<file path="src/rtl/alu_mc_pkg.sv">
// Shared types and constants for the multi-cycle ARMv4 ALU.
// Opcode values follow the ARM data-processing encoding.
package alu_mc_pkg;

    typedef enum logic [3:0] {
        OP_AND = 4'd0,  OP_EOR = 4'd1,  OP_SUB = 4'd2,  OP_RSB = 4'd3,
        OP_ADD = 4'd4,  OP_ADC = 4'd5,  OP_SBC = 4'd6,  OP_RSC = 4'd7,
        OP_TST = 4'd8,  OP_TEQ = 4'd9,  OP_CMP = 4'd10, OP_CMN = 4'd11,
        OP_ORR = 4'd12, OP_MOV = 4'd13, OP_BIC = 4'd14, OP_MVN = 4'd15
    } opcode_e;

    typedef enum logic {
        IDLE = 1'b0,
        MUL  = 1'b1
    } state_e;

    localparam int FLAG_C = 3;
    localparam int FLAG_N = 2;
    localparam int FLAG_V = 1;
    localparam int FLAG_Z = 0;

    function automatic logic is_compare(opcode_e op);
        return (op == OP_TST) || (op == OP_TEQ) || (op == OP_CMP) || (op == OP_CMN);
    endfunction

endpackage

</file>
<file path="src/rtl/alu_mc_mul_iter.sv">
// Shift-and-add multiplier: one multiplier bit per cycle, optional accumulate.
// done is asserted during the final step; product then carries the completed value.
module alu_mul_iter #(
    parameter int WIDTH = 32
) (
    input  logic             clk,
    input  logic             rst_n,
    input  logic             start,
    input  logic [WIDTH-1:0] a,
    input  logic [WIDTH-1:0] b,
    input  logic [WIDTH-1:0] c,
    input  logic             acc,
    output logic             done,
    output logic [WIDTH-1:0] product
);
    localparam int CNT_W = $clog2(WIDTH);

    logic             busy_q;
    logic [CNT_W-1:0] cnt_q;
    logic [WIDTH-1:0] a_sh_q, b_sh_q, prod_q;
    logic [WIDTH-1:0] prod_d;

    assign prod_d  = prod_q + (b_sh_q[0] ? a_sh_q : '0);
    assign done    = busy_q && (cnt_q == CNT_W'(WIDTH - 1));
    assign product = prod_d;

    always_ff @(posedge clk or negedge rst_n) begin
        if (!rst_n) begin
            busy_q <= 1'b0;
            cnt_q  <= '0;
            a_sh_q <= '0;
            b_sh_q <= '0;
            prod_q <= '0;
        end else if (start) begin
            busy_q <= 1'b1;
            cnt_q  <= '0;
            a_sh_q <= a;
            b_sh_q <= b;
            prod_q <= acc ? c : '0;
        end else if (busy_q) begin
            prod_q <= prod_d;
            a_sh_q <= a_sh_q << 1;
            b_sh_q <= b_sh_q >> 1;
            cnt_q  <= cnt_q + 1'b1;
            if (done) busy_q <= 1'b0;
        end
    end

endmodule

</file>
<file path="src/rtl/alu_mc.sv">
// Multi-cycle ARMv4 ALU: data-processing ops in one cycle, MUL/MLA iteratively,
// with the CNVZ flag register updated only on result-load edges.
module alu_mc
    import alu_mc_pkg::*;
#(
    parameter int WIDTH = 32
) (
    input  logic             clk,
    input  logic             rst_n,
    input  logic             in_valid,
    output logic             in_ready,
    input  logic [3:0]       op,
    input  logic             mul,
    input  logic             acc,
    input  logic             set_flags,
    input  logic [WIDTH-1:0] a,
    input  logic [WIDTH-1:0] b,
    input  logic [WIDTH-1:0] c,
    output logic             out_valid,
    input  logic             out_ready,
    output logic [WIDTH-1:0] result,
    output logic             wr_en,
    output logic [3:0]       flags_o
);
    state_e           state_q, state_d;
    logic             out_valid_q, out_valid_d;
    logic [WIDTH-1:0] result_q, result_d;
    logic             wr_en_q, wr_en_d;
    logic [3:0]       flags_q, flags_d;
    logic             mul_s_q, mul_s_d;

    opcode_e          op_e;
    logic             accept, mul_done, is_arith, cin;
    logic [WIDTH-1:0] x, y, logic_res, alu_res, mul_product;
    logic [WIDTH:0]   sum;
    logic [3:0]       flags_alu;

    assign op_e     = opcode_e'(op);
    assign in_ready = (state_q == IDLE) && (!out_valid_q || out_ready);
    assign accept   = in_valid && in_ready;

    alu_mul_iter #(.WIDTH(WIDTH)) u_mul (
        .clk     (clk),
        .rst_n   (rst_n),
        .start   (accept && mul),
        .a       (a),
        .b       (b),
        .c       (c),
        .acc     (acc),
        .done    (mul_done),
        .product (mul_product)
    );

    // Every subtract is an add of the inverted operand; carry then means NOT borrow.
    always_comb begin
        x        = a;
        y        = b;
        cin      = 1'b0;
        is_arith = 1'b1;
        case (op_e)
            OP_SUB, OP_CMP: begin y = ~b; cin = 1'b1; end
            OP_RSB:         begin x = b; y = ~a; cin = 1'b1; end
            OP_ADD, OP_CMN: cin = 1'b0;
            OP_ADC:         cin = flags_q[FLAG_C];
            OP_SBC:         begin y = ~b; cin = flags_q[FLAG_C]; end
            OP_RSC:         begin x = b; y = ~a; cin = flags_q[FLAG_C]; end
            default:        is_arith = 1'b0;
        endcase

        case (op_e)
            OP_AND, OP_TST: logic_res = a & b;
            OP_EOR, OP_TEQ: logic_res = a ^ b;
            OP_ORR:         logic_res = a | b;
            OP_MOV:         logic_res = b;
            OP_BIC:         logic_res = a & ~b;
            OP_MVN:         logic_res = ~b;
            default:        logic_res = '0;
        endcase

        sum     = {1'b0, x} + {1'b0, y} + {{WIDTH{1'b0}}, cin};
        alu_res = is_arith ? sum[WIDTH-1:0] : logic_res;

        flags_alu         = flags_q;
        flags_alu[FLAG_N] = alu_res[WIDTH-1];
        flags_alu[FLAG_Z] = (alu_res == '0);
        if (is_arith) begin
            flags_alu[FLAG_C] = sum[WIDTH];
            flags_alu[FLAG_V] = (x[WIDTH-1] == y[WIDTH-1]) && (sum[WIDTH-1] != x[WIDTH-1]);
        end
    end

    always_comb begin
        state_d     = state_q;
        out_valid_d = out_valid_q;
        result_d    = result_q;
        wr_en_d     = wr_en_q;
        flags_d     = flags_q;
        mul_s_d     = mul_s_q;
        case (state_q)
            IDLE: begin
                if (accept && !mul) begin
                    result_d    = alu_res;
                    wr_en_d     = !is_compare(op_e);
                    out_valid_d = 1'b1;
                    if (is_compare(op_e) || set_flags) flags_d = flags_alu;
                end else begin
                    if (out_valid_q && out_ready) out_valid_d = 1'b0;
                    if (accept) begin
                        state_d = MUL;
                        mul_s_d = set_flags;
                    end
                end
            end
            MUL: begin
                if (mul_done) begin
                    result_d    = mul_product;
                    wr_en_d     = 1'b1;
                    out_valid_d = 1'b1;
                    state_d     = IDLE;
                    if (mul_s_q) begin
                        flags_d[FLAG_N] = mul_product[WIDTH-1];
                        flags_d[FLAG_Z] = (mul_product == '0);
                    end
                end
            end
            default: state_d = IDLE;
        endcase
    end

    always_ff @(posedge clk or negedge rst_n) begin
        if (!rst_n) begin
            state_q     <= IDLE;
            out_valid_q <= 1'b0;
            result_q    <= '0;
            wr_en_q     <= 1'b0;
            flags_q     <= '0;
            mul_s_q     <= 1'b0;
        end else begin
            state_q     <= state_d;
            out_valid_q <= out_valid_d;
            result_q    <= result_d;
            wr_en_q     <= wr_en_d;
            flags_q     <= flags_d;
            mul_s_q     <= mul_s_d;
        end
    end

    assign out_valid = out_valid_q;
    assign result    = result_q;
    assign wr_en     = wr_en_q;
    assign flags_o   = flags_q;

endmodule

</file>
<file path="config.mk">
export PLATFORM = sky130hd
export DESIGN_NAME = alu_mc
export DESIGN_NICKNAME = d
export VERILOG_FILES = /design/src/rtl/alu_mc_pkg.sv /design/src/rtl/alu_mc_mul_iter.sv /design/src/rtl/alu_mc.sv
export SDC_FILE = /design/constraint.sdc
export NUM_CORES = 1
export LEC_CHECK = 0
export BUFFER_PORTS_ARGS = -buffer_cell sky130_fd_sc_hd__buf_2
export CORE_AREA = 4 4 204 206
export CTS_BUF_LIST = sky130_fd_sc_hd__clkbuf_4 sky130_fd_sc_hd__clkbuf_8 sky130_fd_sc_hd__clkbuf_16
export CTS_CLUSTER_SIZE = 20
export DETAILED_ROUTE_END_ITERATION = 6
export DIE_AREA = 0 0 208 210
export HOLD_SLACK_MARGIN = 0.05
export PLACE_DENSITY = 0.63
export SETUP_SLACK_MARGIN = 0.2
export SYNTH_ARGS = -nofsm -noshare
export SYNTH_HDL_FRONTEND = slang
export SYNTH_SLANG_ARGS = --single-unit
</file>
<file path="constraint.sdc">
create_clock -name clk -period 4.6 [get_ports clk]
set_clock_uncertainty 0.1 [all_clocks]
set_input_delay 0.23 -clock clk [delete_from_list [all_inputs] [get_ports clk]]
set_output_delay 0.23 -clock clk [all_outputs]
set_load 0.01 [all_outputs]
</file>
==> results of run 1 <==
-- cell usage in the layout, fill, tap and decap left out, drive strengths merged, types with 11 or more instances in the layout --
cell         count
mux2i          105
buf            252
nand3           58
a211oi          21
a31oi           17
nor2b           13
a21o            23
o21a            18
o22ai           11
nor3            27
nand4           15
dfrtp          142
inv            101
dlygate4sd3     98
xnor2           40
clkbuf          19
o211ai          11
and2            39
nand2          213
xor2            24
nor2           120
o21ai          280
ha              96
a21oi          132
-- stage by stage --
step	area, sq um	setup slack (ns)
finish	17200	0.0993
global route	17200	-0.134
CTS	17100	0.0701
detailed placement	15500	-0.290
global placement	15500	-0.337
floorplan	13800	-0.0907
-- registers in the layout, indices dropped and copies added, names as in the netlist --
register / cells
u_mul.b_sh_q: 32
wr_en: 1
flags_o: 4
state_q: 1
u_mul.busy_q: 1
u_mul.a_sh_q: 32
u_mul.prod_q: 32
mul_s_q: 1
u_mul.cnt_q: 5
result: 32
out_valid: 1
-- cell families (layout without fill, tap and decap cells) --
family	count (synthesis)	in the layout
adders and majority gates	99	99
DFF	142	142
and+or+nand+nor	549	549
buffers and inverters	217	478
AOI/OAI and AO/OA	623	623
muxes	113	113
xor gates and xnor gates	64	64
-- where the power goes --
group	switching, mW	leakage [nW]	total (mW)	internal, mW
Sequential	0.372	1.73	2.19	1.82
Clock	0.640	0.304	1.54	0.896
Combinational	2.85	5.90	4.82	1.97
Total	3.86	7.93	8.55	4.69
-- what timing repair did --
item / CTS / global route
gates resized for setup: 2 / 9
pin swaps: 0 / 4
hold buffers: 98 / 0
setup buffers: 0 / 1
hold endpoints to repair: 152 / 0
endpoints found under the setup margin: 1 / 7
-- final cells by class --
type | instances | area (sq um)
clock buffers | 19 | 453
well taps | 525 | 657
multi-input cells | 1448 | 9420
clock inverters | 13 | 178
flip-flops and latches | 142 | 3560
fillers | 4054 | 22500
inverters | 96 | 360
repair buffers | 350 | 2550
-- critical path, delay by kind of cell --
family	cells	cell delay [ns]
AO/OA/AOI/OAI	8	2.12
adder cells (fa/ha/maj)	1	0.31
AND/OR/NAND/NOR	7	1.50
XOR/XNOR	1	0.06
buffers and inverters	3	0.53
-- routing by layer --
layer | up-vias | global-route usage (%)
met3 | 80 | 3.71
met5 | - | 0
met1 | 7066 | 33.8
li1 | 7033 | -
met2 | 537 | 36.5
met4 | 0 | 6.16
-- worst paths after layout --
| check | startpoint | end | slack (ns) | depth (start not counted) |
|---|---|---|---|---|
| hold / removal | mul | out_valid | 0.15 | 3 |
| setup reg to reg | flags_o[3] | flags_o[0] | 0.11 | 16 |
| setup / recovery | op[3] | flags_o[0] | 0.1 | 20 |
| min in group asynchronous | rst_n | u_mul.prod_q[0] | 0.24 | 2 |
| max in group asynchronous | rst_n | u_mul.busy_q | 3.11 | 3 |
| hold reg to reg | result[25] | result[25] | 0.38 | 1 |
==> run summary, run 1 <==
Top cells by count, synth -> o21ai_0, nand2_1, dfrtp_1
Die Y -> 210 microns
Vias in the first global route -> 14000
Synthesized area -> 0.0137 sq mm
Ratio of cells with drive above 1 in the final layout -> 15.7%
Io pins -> 146
Root buf cell -> clkbuf_16
First-pass GRT wire length -> 82100 microns
Synth cell types -> 85
Initial antenna violation count -> 1
Slew margin rel. -> 38.3%
# DRC -> 0
DR WL/cell -> 20.2 microns
WL met2 -> 23000 microns
Initial Utilization -> 34.6%
Clock-pin slew on the worst setup and hold paths -> 0.07 ns
Largest net degree at the start of global routing -> 91
Remaining Overflow, GRT -> 0
Pre-antenna DRT Iters -> 6
Compound-Gate Fraction of Synth Area -> 27.3%
P_leak -> 7.93 nW
VDD IR max -> 0.000299 V
Master of the slowest instance on the critical path -> or4_4
Post-Synth XOR/XNOR Area -> 4.08%
TritonCTS buffer count -> 17
Vias -> 14700
Seq/Total Area, Yosys -> 25.9%
Metal-1 WL -> 24500 microns
CTS tree -> built
CP Cell Sequence -> buf_2 -> and2_1 -> o21ai_2 -> buf_4 -> nand2_1 -> o21ai_0 -> o21ai_0 -> ha_1 -> nor2b_1 -> o31a_1 -> o311ai_0 -> buf_4 -> and2_1 -> xnor2_1 -> a21oi_1 -> o211ai_1 -> or4_4 -> nor4b_4 -> nand4_1 -> o31ai_1
Row cnt -> 73
Fraction of registers with async set/reset -> 100%
CP Max Fanout -> 10
Clk sink count -> 142
Synth Area in Simple Gates -> 18.9%
WHS -> 0.154 ns
Number of vias per cell -> 5.68
PortBufs -> 145
Pwr Total -> 8.55 mW
Post-route minimum period -> 4.50 ns
Layout area overhead -> 25.2%
Yosys top cell by area -> dfrtp_1
Clk Latency, worst-skew pair -> 0.46 ns
Core area -> 0.0396 sq mm
Worst Tran Pin Value -> 0.926 ns
Achievable clock frequency -> 0.222 GHz
Status -> finished, final reports clean
Setup crit start kind -> primary input
Syn Nets -> 2013
Final WL -> 52300 microns
CTS H-tree lvls -> 4
Final number of setup-violating endpoints -> 0
ANT cells -> 0
Multiplexer area fraction after synthesis -> 8.31%
Crit share post-route -> 97.8%
Synth Area in Adders -> 9.19%
Cells after DPL -> 2462
Post-route setup TNS -> 0 ns
Final std cells w/o fill -> 2593
Largest stage delay on the critical path -> 0.57 ns
Worst Path Arrival -> 4.77 ns
Mean Syn Cell Area -> 7.60 sq um
HPWL Detailed -> 39300 microns
Max Slew Vio Count -> 0
Top layer in use -> met4
Die W -> 208 microns
Post-route antenna net violation count -> 0
Fin util -> 43.3%
Main combinational cell family by area after synthesis -> compound AO/OA/AOI/OAI gates
Critical path required time -> 4.87 ns
HP Class -> in -> reg
Synth top area share -> 25.9%
WL met3 -> 3630 microns
Final hold vios -> 0
Crit path kind -> in -> reg
Top-count cell post-synth -> o21ai_0
NumNets Final -> 2261
GRT Overall Usage -> 23.4%
Top_reg_cell synth -> dfrtp_1
Synthesis warning total -> 0
PwrDens -> 497 mW/mm^2
Drt first-iter violations -> 1248
Area contributors post-synth -> dfrtp_1, o21ai_0, ha_1
Final Wtd Congestion -> 0.967
Number of flops mapped to enable cells by yosys -> 0
Worst Setup End Kind -> flop
Die Area -> 0.0437 sq mm
Synth Register Bits -> 142
Clk buf depth -> 2
Max-cap violations -> 0
RSZ-0062 raised after global routing -> yes
Mapped Cells -> 1807
(Power assumes the default switching activity.)
==> run 2: changes to the inputs <==
--- a/config.mk
+++ b/config.mk
@@ -6,13 +6,15 @@
 export NUM_CORES = 1
 export LEC_CHECK = 0
 export BUFFER_PORTS_ARGS = -buffer_cell sky130_fd_sc_hd__buf_2
+export CELL_PAD_IN_SITES_DETAIL_PLACEMENT = 1
+export CELL_PAD_IN_SITES_GLOBAL_PLACEMENT = 1
 export CORE_AREA = 4 4 204 206
 export CTS_BUF_LIST = sky130_fd_sc_hd__clkbuf_4 sky130_fd_sc_hd__clkbuf_8 sky130_fd_sc_hd__clkbuf_16
 export CTS_CLUSTER_SIZE = 20
 export DETAILED_ROUTE_END_ITERATION = 6
 export DIE_AREA = 0 0 208 210
 export HOLD_SLACK_MARGIN = 0.05
-export PLACE_DENSITY = 0.63
+export PLACE_DENSITY = 0.77
 export SETUP_SLACK_MARGIN = 0.2
 export SYNTH_ARGS = -nofsm -noshare
 export SYNTH_HDL_FRONTEND = slang
==> run summary, run 2 (synthesized netlist as in run 1, its figures left out) <==
Status -> finished, final reports clean
DR WL/cell -> 22.1 microns
Number of vias per cell -> 5.77
HP Class -> in -> reg
NumNets Final -> 2304
Die Area -> 0.0437 sq mm
RSZ-0062 raised after global routing -> yes
Final hold vios -> 0
GRT Overall Usage -> 26.1%
Drt first-iter violations -> 1321
Critical R2R Launch -> flags_o[3]
Clk sink count -> 142
Metal-1 WL -> 26600 microns
Cells after DPL -> 2498
Die Y -> 210 microns
VDD IR max -> 0.000275 V
Commonest non-fill, non-tap cells in the layout -> o21ai_0, nand2_1, buf_4
Setup crit start kind -> flop
CTS H-tree lvls -> 4
ANT cells -> 0
Vias in the first global route -> 15600
Final number of setup-violating endpoints -> 0
PwrDens -> 498 mW/mm^2
WL met3 -> 3240 microns
Max Slew Vio Count -> 0
PortBufs -> 145
Worst Setup End Kind -> flop
First-pass GRT wire length -> 91200 microns
Worst Tran Pin Value -> 0.906 ns
Master of the slowest instance on the critical path -> or4_4
WL met2 -> 26600 microns
Root buf cell -> clkbuf_16
Die W -> 208 microns
Vias -> 15200
Ratio of cells with drive above 1 in the final layout -> 18.1%
Post-Place Setup Slack -> -0.161 ns
HPWL Detailed -> 43600 microns
Critical path required time -> 4.88 ns
Worst Setup SP -> flags_o[3]
Filler Cell Count -> 4918
Crit share post-route -> 99.4%
Clk buf depth -> 2
Top layer in use -> met5
Remaining Overflow, GRT -> 0
TritonCTS buffer count -> 17
Slew margin rel. -> 39.6%
Pre-antenna DRT Iters -> 5
Final std cells w/o fill -> 2635
Worst Path Arrival -> 4.85 ns
Hold path start -> a[0]
Layout area overhead -> 28.0%
Max-cap violations -> 0
Core area -> 0.0396 sq mm
Largest stage delay on the critical path -> 0.52 ns
Row cnt -> 73
Post-route antenna net violation count -> 0
Post-route minimum period -> 4.57 ns
Initial antenna violation count -> 2
Clk Latency, worst-skew pair -> 0.47 ns
Most common cell after layout, fill and taps aside -> o21ai_0
Final setup margin -> 0.0264 ns
Crit path kind -> reg -> reg
P_leak -> 8.15 nW
# DRC -> 0
Final WL -> 58100 microns
Largest net degree at the start of global routing -> 95
Clock-pin slew on the worst setup and hold paths -> 0.07 ns
Io pins -> 146
CTS tree -> built
Initial Utilization -> 34.6%
CP Max Fanout -> 3
Final Wtd Congestion -> 0.927
CP Cell Sequence -> nor2b_4 -> o21a_1 -> a31oi_4 -> fa_2 -> inv_2 -> fa_2 -> a211oi_4 -> buf_4 -> o21ai_4 -> o311ai_2 -> o211ai_1 -> or3_1 -> nor4_2 -> nand4_1 -> or4_4 -> nor4b_4 -> nand4_1 -> o31ai_2
Achievable clock frequency -> 0.219 GHz
==> run 2: cell type report <==
class                           instances  area (sq um)  area share [%]
Timing Repair Buffer                  393          2900            16.5
Clock buffer                           18           439            2.50
Sequential cell                       142          3560            20.2
Tap cell                              525           657            3.74
Multi-Input combinational cell       1448          9500            54.1
Inverter                               96           360            2.05
Clock inverter                         13           154           0.876
==> run 2: what timing repair did <==
item,CTS,global route
hold buffers,96,0
resized for setup,14,18
endpoints found under the setup margin,3,10
pin swaps,13,4
buffers inserted,8,2
hold endpoints to repair,181,0
==> run 2: final timing paths <==
kind / endpoint / slack, ns / cells after the start
max: flags_o[0] / 0.03 / 18
min: u_mul.a_sh_q[0] / 0.06 / 3
max reg2reg: flags_o[0] / 0.03 / 18
min reg2reg: result[25] / 0.39 / 1
max in group asynchronous: u_mul.b_sh_q[1] / 3.21 / 3
min in group asynchronous: u_mul.b_sh_q[23] / 0.31 / 2
==> run 2: routing by layer <==
layer / up-vias / GRT usage [%]
li1: 7106 / -
met1: 7511 / 36.2
met2: 492 / 42.5
met3: 104 / 3.60
met4: 2 / 8.18
met5: - / 0
==> run 2: power breakdown <==
part           total [mW]  switching (mW)  internal [mW]
Sequential           2.22           0.399           1.82
Combinational        5.06            2.99           2.07
Clock                1.47           0.649          0.821
Total                8.75            4.04           4.72
==> run 2: critical path: cells and delay by family (launching register included) <==
family	cells	cell delay, ns
and+or+nand+nor	7	1.86
AOI/OAI and AO/OA	7	1.30
adders and majority gates	2	0.62
DFF	1	0.40
buffers and inverters	2	0.20
==> run 2: metrics by stage <==
stage | power (mW) | hold slack (ns) | setup TNS [ns] | cell area [sq um] | utilization (%)
detailed placement | 7.07 | 0.265 | -0.283 | 15800 | 39.8
global placement | 6.87 | 0.260 | -0.133 | 15800 | 39.8
finish | 8.75 | 0.0647 | 0 | 17600 | 44.3
CTS | 8.69 | 0.0551 | 0 | 17500 | 44.1
global route | 9.40 | 0.0702 | -0.0532 | 17600 | 44.3
floorplan | 5.29 | -0.166 | -0.0907 | 13800 | -
